**config.mk**
```make
export PLATFORM = sky130hd
export DESIGN_NAME = sarray_storec
export DESIGN_NICKNAME = d
export VERILOG_FILES = /design/src/rtl/sarray_storec.sv
export SDC_FILE = /design/constraint.sdc
export NUM_CORES = 2
export LEC_CHECK = 0
export BUFFER_PORTS_ARGS = -buffer_cell sky130_fd_sc_hd__buf_2
export CAP_MARGIN = 20
export CORE_AREA = 4 4 455 457
export DETAILED_ROUTE_END_ITERATION = 8
export DIE_AREA = 0 0 459 461
export MAX_ROUTING_LAYER = met4
export PLACE_DENSITY_LB_ADDON = 0.25
export SLEW_MARGIN = 10
export SYNTH_ARGS = -nofsm -noshare
export SYNTH_HDL_FRONTEND = slang
export SYNTH_SLANG_ARGS = --single-unit
```
**constraint.sdc**
```tcl
create_clock -name clk -period 13.55 [get_ports clk]
set_input_delay 2.71 -clock clk [delete_from_list [all_inputs] [get_ports clk]]
set_output_delay 2.71 -clock clk [all_outputs]
set_load 0.05 [all_outputs]
```
**src/rtl/sarray_storec.sv**
```systemverilog
// Store-C engine: issues a drain command to the systolic array, buffers the
// result rows from its bottom edge, and writes them to memory one row at a time.
module sarray_storec #(
  parameter int ADDR_WIDTH  = 64,
  parameter int STORE_WIDTH = 512,
  parameter int CNT_WIDTH   = 6,
  parameter int ROWS        = 64,
  parameter int FIFO_DEPTH  = 4,
  parameter int ROW_SHIFT   = 8
) (
  input  logic                   clk,
  input  logic                   rst_n,
  input  logic                   storec_valid_i,
  output logic                   storec_ready_o,
  input  logic [ADDR_WIDTH-1:0]  storec_addr_i,
  output logic                   post_storec_valid_o,
  input  logic                   bot_valid_i,
  input  logic [CNT_WIDTH-1:0]   bot_cnt_i,
  input  logic [STORE_WIDTH-1:0] bot_data_i,
  output logic                   aw_valid_o,
  input  logic                   aw_ready_i,
  output logic [ADDR_WIDTH-1:0]  aw_addr_o,
  output logic [STORE_WIDTH-1:0] aw_data_o,
  output logic                   storec_finished_o,
  output logic                   overflow_o
);

  localparam int PTR_W = (FIFO_DEPTH > 1) ? $clog2(FIFO_DEPTH) : 1;
  localparam int OCC_W = $clog2(FIFO_DEPTH + 1);
  localparam int ROW_W = CNT_WIDTH + 1;

  typedef enum logic [1:0] {
    IDLE,
    POST,
    DRAIN,
    DONE
  } state_t;

  state_t state;
  state_t state_next;

  logic [ADDR_WIDTH-1:0]  base;
  logic [ROW_W-1:0]       row_cnt;
  logic [STORE_WIDTH-1:0] fifo_data [FIFO_DEPTH];
  logic [CNT_WIDTH-1:0]   fifo_cnt  [FIFO_DEPTH];
  logic [PTR_W-1:0]       wr_ptr;
  logic [PTR_W-1:0]       rd_ptr;
  logic [OCC_W-1:0]       occupancy;
  logic                   overflow;

  logic accept;
  logic empty;
  logic full;
  logic push_req;
  logic push;
  logic drop;
  logic aw_fire;
  logic last_row;

  // Pointers wrap explicitly so a non-power-of-two depth still indexes safely.
  function automatic logic [PTR_W-1:0] ptr_inc(input logic [PTR_W-1:0] p);
    if (p == PTR_W'(FIFO_DEPTH - 1)) begin
      return '0;
    end
    return p + PTR_W'(1);
  endfunction

  assign accept   = storec_valid_i && (state == IDLE);
  assign empty    = (occupancy == '0);
  assign full     = (occupancy == OCC_W'(FIFO_DEPTH));
  assign push_req = bot_valid_i && (state == DRAIN);
  assign aw_fire  = aw_valid_o && aw_ready_i;
  assign push     = push_req && (!full || aw_fire);
  assign drop     = push_req && full && !aw_fire;
  assign last_row = aw_fire && (row_cnt == ROW_W'(ROWS - 1));

  always_ff @(posedge clk or negedge rst_n) begin
    if (!rst_n) begin
      state <= IDLE;
    end else begin
      state <= state_next;
    end
  end

  always_comb begin
    state_next = state;
    case (state)
      IDLE:    if (accept) state_next = POST;
      POST:    state_next = DRAIN;
      DRAIN:   if (last_row) state_next = DONE;
      DONE:    state_next = IDLE;
      default: state_next = IDLE;
    endcase
  end

  always_comb begin
    storec_ready_o      = (state == IDLE);
    post_storec_valid_o = (state == POST);
    storec_finished_o   = (state == DONE);
    aw_valid_o          = (state == DRAIN) && !empty;
    aw_addr_o           = '0;
    aw_data_o           = '0;
    // Payload is forced to zero whenever nothing is presented, which also
    // keeps the unreset storage array from showing through during reset.
    if (aw_valid_o) begin
      aw_addr_o = base + (ADDR_WIDTH'(fifo_cnt[rd_ptr]) << ROW_SHIFT);
      aw_data_o = fifo_data[rd_ptr];
    end
  end

  always_ff @(posedge clk or negedge rst_n) begin
    if (!rst_n) begin
      base      <= '0;
      row_cnt   <= '0;
      wr_ptr    <= '0;
      rd_ptr    <= '0;
      occupancy <= '0;
      overflow  <= 1'b0;
    end else begin
      if (drop) begin
        overflow <= 1'b1;
      end
      if (accept) begin
        base      <= storec_addr_i;
        row_cnt   <= '0;
        wr_ptr    <= '0;
        rd_ptr    <= '0;
        occupancy <= '0;
      end else begin
        if (push) begin
          wr_ptr <= ptr_inc(wr_ptr);
        end
        if (aw_fire) begin
          rd_ptr  <= ptr_inc(rd_ptr);
          row_cnt <= row_cnt + ROW_W'(1);
        end
        case ({push, aw_fire})
          2'b10:   occupancy <= occupancy + OCC_W'(1);
          2'b01:   occupancy <= occupancy - OCC_W'(1);
          default: occupancy <= occupancy;
        endcase
      end
    end
  end

  always_ff @(posedge clk) begin
    if (push) begin
      fifo_data[wr_ptr] <= bot_data_i;
      fifo_cnt[wr_ptr]  <= bot_cnt_i;
    end
  end

  assign overflow_o = overflow;

endmodule
```
==> results.txt <==
For this block, the routed nets add up to 224000 um of wire. The launching element of the worst setup path is rd_ptr[1]$_DFFE_PN0P_. The number of post-CTS setup repair buffers is 0.

The number of top-level design ports is about 1200. The starting utilization of the core area came out at 0.407. Across the routed clock network, the largest skew measured is around 32 ps. The number of gates on the worst path with buffers counted came out at 9. The analysis attributes to cell leakage a power of 0.0342 uW. Setup repair after global routing left no endpoint under its margin. Clock tree synthesis inserted a total of roughly 220 buffers. The mean area per synthesized cell is 21.8 sq um.

The core region area is 204000 sq um. The post-detailed-route via-to-cell ratio is between 5 and 6. Setup violations remaining at the end of the flow were counted as 0. For this run, the top clock speed supported by timing is between 100 and 150 MHz. The post-synthesis to final-layout area growth is 20.0%. The floorplan step defined a die boundary enclosing 212000 sq um.

Grouping stages by cell kind, the critical path spends the most delay in simple AND/OR/NAND/NOR gates. The largest fanout on the critical path came out at 64. The slowest stage of the critical path belongs to the cell dfrtp_4. The share of layout cells above drive strength 1 is 0.410. At the pin with the least slew margin, the transition time is 1110 ps. The initial antenna violation count came out at 172.

The worst register-to-register path has a setup slack of a little over 9000 ps. The worst endpoint required time is about 11000 ps. The critical path is of the reg -> out type. In the final routed layout, each cell accounts on average for roughly 28 um. Detailed routing inserted a total of 42000 vias. The run finished with clean final reports. The height of the chip came out at 461 um.

The min-delay analysis places its worst path in the category reg -> reg. The total power consumption of the routed design is roughly 21000 uW. The number of slew-limit violations in the final report was 0.

For this design, the sink count on the clock tree is 2153. The deepest level of the CTS H-tree is 4. IR analysis of the VDD net gives a maximum drop of 162 uV.

The clock reaches the later pin of the worst-skew pair after 840 ps. The reg-to-reg startpoint is state[0]$_DFFE_PN0P_. In this run the remaining antenna-violating nets after routing total 0. The final weighted congestion in routability-driven placement is 0.863. Before CTS, the worst setup slack after placement is 5370 ps.

The post-route worst setup slack is between 4000 and 5000 ps. The wire length of the first global-routing pass came out at roughly 320000 um. Walking the worst path, the cells encountered are buf_4 > mux4_2 > ha_1 > a211o_1 > a41o_1 > nand4_1 > or4_1 > a21oi_1 > buf_2.

The post-DP HPWL came out at 147000 um. The initialized floorplan defines 166 standard-cell rows. The worst setup path is captured at an output port. The count of input and output buffers is 1167. The number of nets in the finished design is roughly 5600. The number of global-route vias before repair came to about 43000. After clock tree synthesis, the clock-pin slew on the worst setup and hold paths is 60 ps. The synthesized netlist cell count came out at 3789. The count of buffer and inverter cells on the critical path is 2. The core utilization of the finished layout is 0.488. The count of hold-fix buffers inserted at cts is 0. The remaining routing DRC violations came out at 0.

TritonCTS built the clock tree. The first-pass detailed-route iteration total came out at 6. The time the worst path needs with I/O delays and setup came out at 8750 ps. The number of nets in the synthesized netlist came out at 4395.

The power density over the cells is 211 nW/um^2. STA classifies the critical path startpoint as a flip-flop. On the worst path, the slowest cell contributes a delay of 910 ps. The maximum number of pins on one net before global-route repair is roughly 140. The netlist uses 50 different library cells.

The ratio of final minimum period to clock period came out at 0.646. The worst hold path stage count is 1. The total overflow left after global routing is 0. The count of final hold-check violations is 0. The count of instances resized after the clock tree is built is 0. For the worst flop-to-flop path, the logic depth is 7. The synthesized netlist occupies a cell area of 82800 sq um.

In this run the clock root is driven by a clkbuf_16. The DRC marker count from the first detailed-route iteration came out at 3656. The startpoint identified for the worst hold timing path is overflow_o$_DFFE_PN0P_. The sum of negative setup slack is 0 ps. The die width is about 460 um. The number of warnings printed during yosys synthesis is 0.

The buffer levels on the longest clock path came out at 3. Yosys mapped a number of flops with a built-in enable equal to a little over 2000. The count of state elements after synthesis is 2153. After synthesis, the share of flip-flops with an asynchronous set or reset is 0.0376. The data arrival time of the critical path came out at 6040 ps. For this run, the register share of the synthesized area comes to 0.776.

For this run, the leading register cell type out of synthesis is edfxtp_1. Measured against its own limit, the worst slew margin works out to 0.262. Max-cap violations in this run came to 0. For this run, the total global-route usage over all layers was measured as 0.213.
-- sequential cells by signal, indices dropped and copies added (netlist names) --
signal,flops
fifo_data,2048
overflow_o,1
wr_ptr,2
occupancy,3
state,2
rd_ptr,2
fifo_cnt,24
row_cnt,7
base,64
-- kinds of logic after synthesis --
| family | Yosys count | synth area share |
|---|---|---|
| flip-flops | 2153 | 0.776 |
| AND/OR/NAND/NOR | 697 | 0.0508 |
| multiplexers | 579 | 0.149 |
| buffers and inverters | 212 | 0.0104 |
| AO/OA/AOI/OAI | 97 | 0.00709 |
| XOR/XNOR | 32 | 0.00339 |
| adder cells (fa/ha/maj) | 19 | 0.00305 |
-- layer usage --
metal  track usage  share of wire  vias up
li1              -              -    18100
met1         0.250           0.38    21900
met2         0.334           0.49     1600
met3        0.0810          0.095      401
met4        0.0852          0.042        0
met5             -              0        -
-- final timing paths --
kind	to
worst min-delay path	overflow_o$_DFFE_PN0P_
worst max-delay path	aw_addr_o[59]
min in group asynchronous	base[17]$_DFFE_PN0P_
max in group asynchronous	base[11]$_DFFE_PN0P_
worst max register to register	fifo_data[3][343]$_DFFE_PP_
worst min register to register	overflow_o$_DFFE_PN0P_
-- final cells by class --
| class | count | area [sq um] |
|---|---|---|
| fill | 16800 | 104000 |
| sequential | 2153 | 64300 |
| multi-input combinational | 1424 | 17700 |
| timing repair buffer | 1220 | 6390 |
| clock buffer | 259 | 5660 |
| tap | 2688 | 3360 |
| clock inverter | 149 | 1610 |
| antenna | 111 | 278 |
| inverter | 15 | 63.8 |
-- stage by stage --
step | cells | hold WS [ps] | instance area [sq um]
floorplan | 3789 | 472 | 82800
global placement | 7500 | 453 | 91800
detailed placement | 7500 | 464 | 91800
CTS | 7908 | 478 | 99000
global route | 8010 | 510 | 99300
finish | 8019 | 482 | 99300
-- synthesized netlist by cell type, drive strengths merged, types with 2 or more instances --
| cell type | count | area share |
|---|---|---|
| edfxtp | 2072 | 0.75 |
| and2 | 528 | 0.040 |
| mux4 | 518 | 0.14 |
| clkbuf | 116 | 0.0053 |
| buf | 81 | 0.0045 |
| dfrtp | 81 | 0.024 |
| mux2 | 58 | 0.0079 |
| nor2 | 44 | 0.0020 |
| a21oi | 38 | 0.0023 |
| nand2 | 34 | 0.0015 |
| o21ai | 27 | 0.0016 |
| xor2 | 27 | 0.0029 |
| nand4 | 19 | 0.0015 |
| or3 | 18 | 0.0014 |
| ha | 17 | 0.0026 |
| nand3 | 17 | 0.0011 |
| inv | 15 | 0.00068 |
| o31ai | 12 | 0.0011 |
| or4 | 11 | 0.0010 |
| and3 | 7 | 0.00053 |
| nor3 | 5 | 0.00030 |
| xnor2 | 5 | 0.00053 |
| nor4 | 4 | 0.00067 |
| o2111ai | 4 | 0.00042 |
| o211ai | 4 | 0.00042 |
| mux2i | 3 | 0.00036 |
| nand2b | 3 | 0.00023 |
| or2 | 3 | 0.00023 |
| a211o | 2 | 0.00021 |
| fa | 2 | 0.00048 |
| o21a | 2 | 0.00018 |
-- layout by cell type, fill, tap and decap left out, drive strengths merged, types with 44 or more instances in the layout --
| cell | netlist | routed |
|---|---|---|
| nor2 | 44 | 44 |
| edfxtp | 2072 | 2072 |
| clkbuf | 116 | 259 |
| and2 | 528 | 528 |
| mux4 | 518 | 518 |
| dfrtp | 81 | 81 |
| mux2 | 58 | 58 |
| buf | 81 | 1220 |
| diode | 0 | 111 |
| clkinv | 0 | 99 |
-- report_power, final --
part           switching, uW  total [uW]  internal, uW  leakage [uW]
clock network           2540        6080          3540       0.00354
registers                307        8320          8010        0.0197
logic                   4500        6580          2080        0.0110
Note: power is estimated with default switching activity, not from simulation.
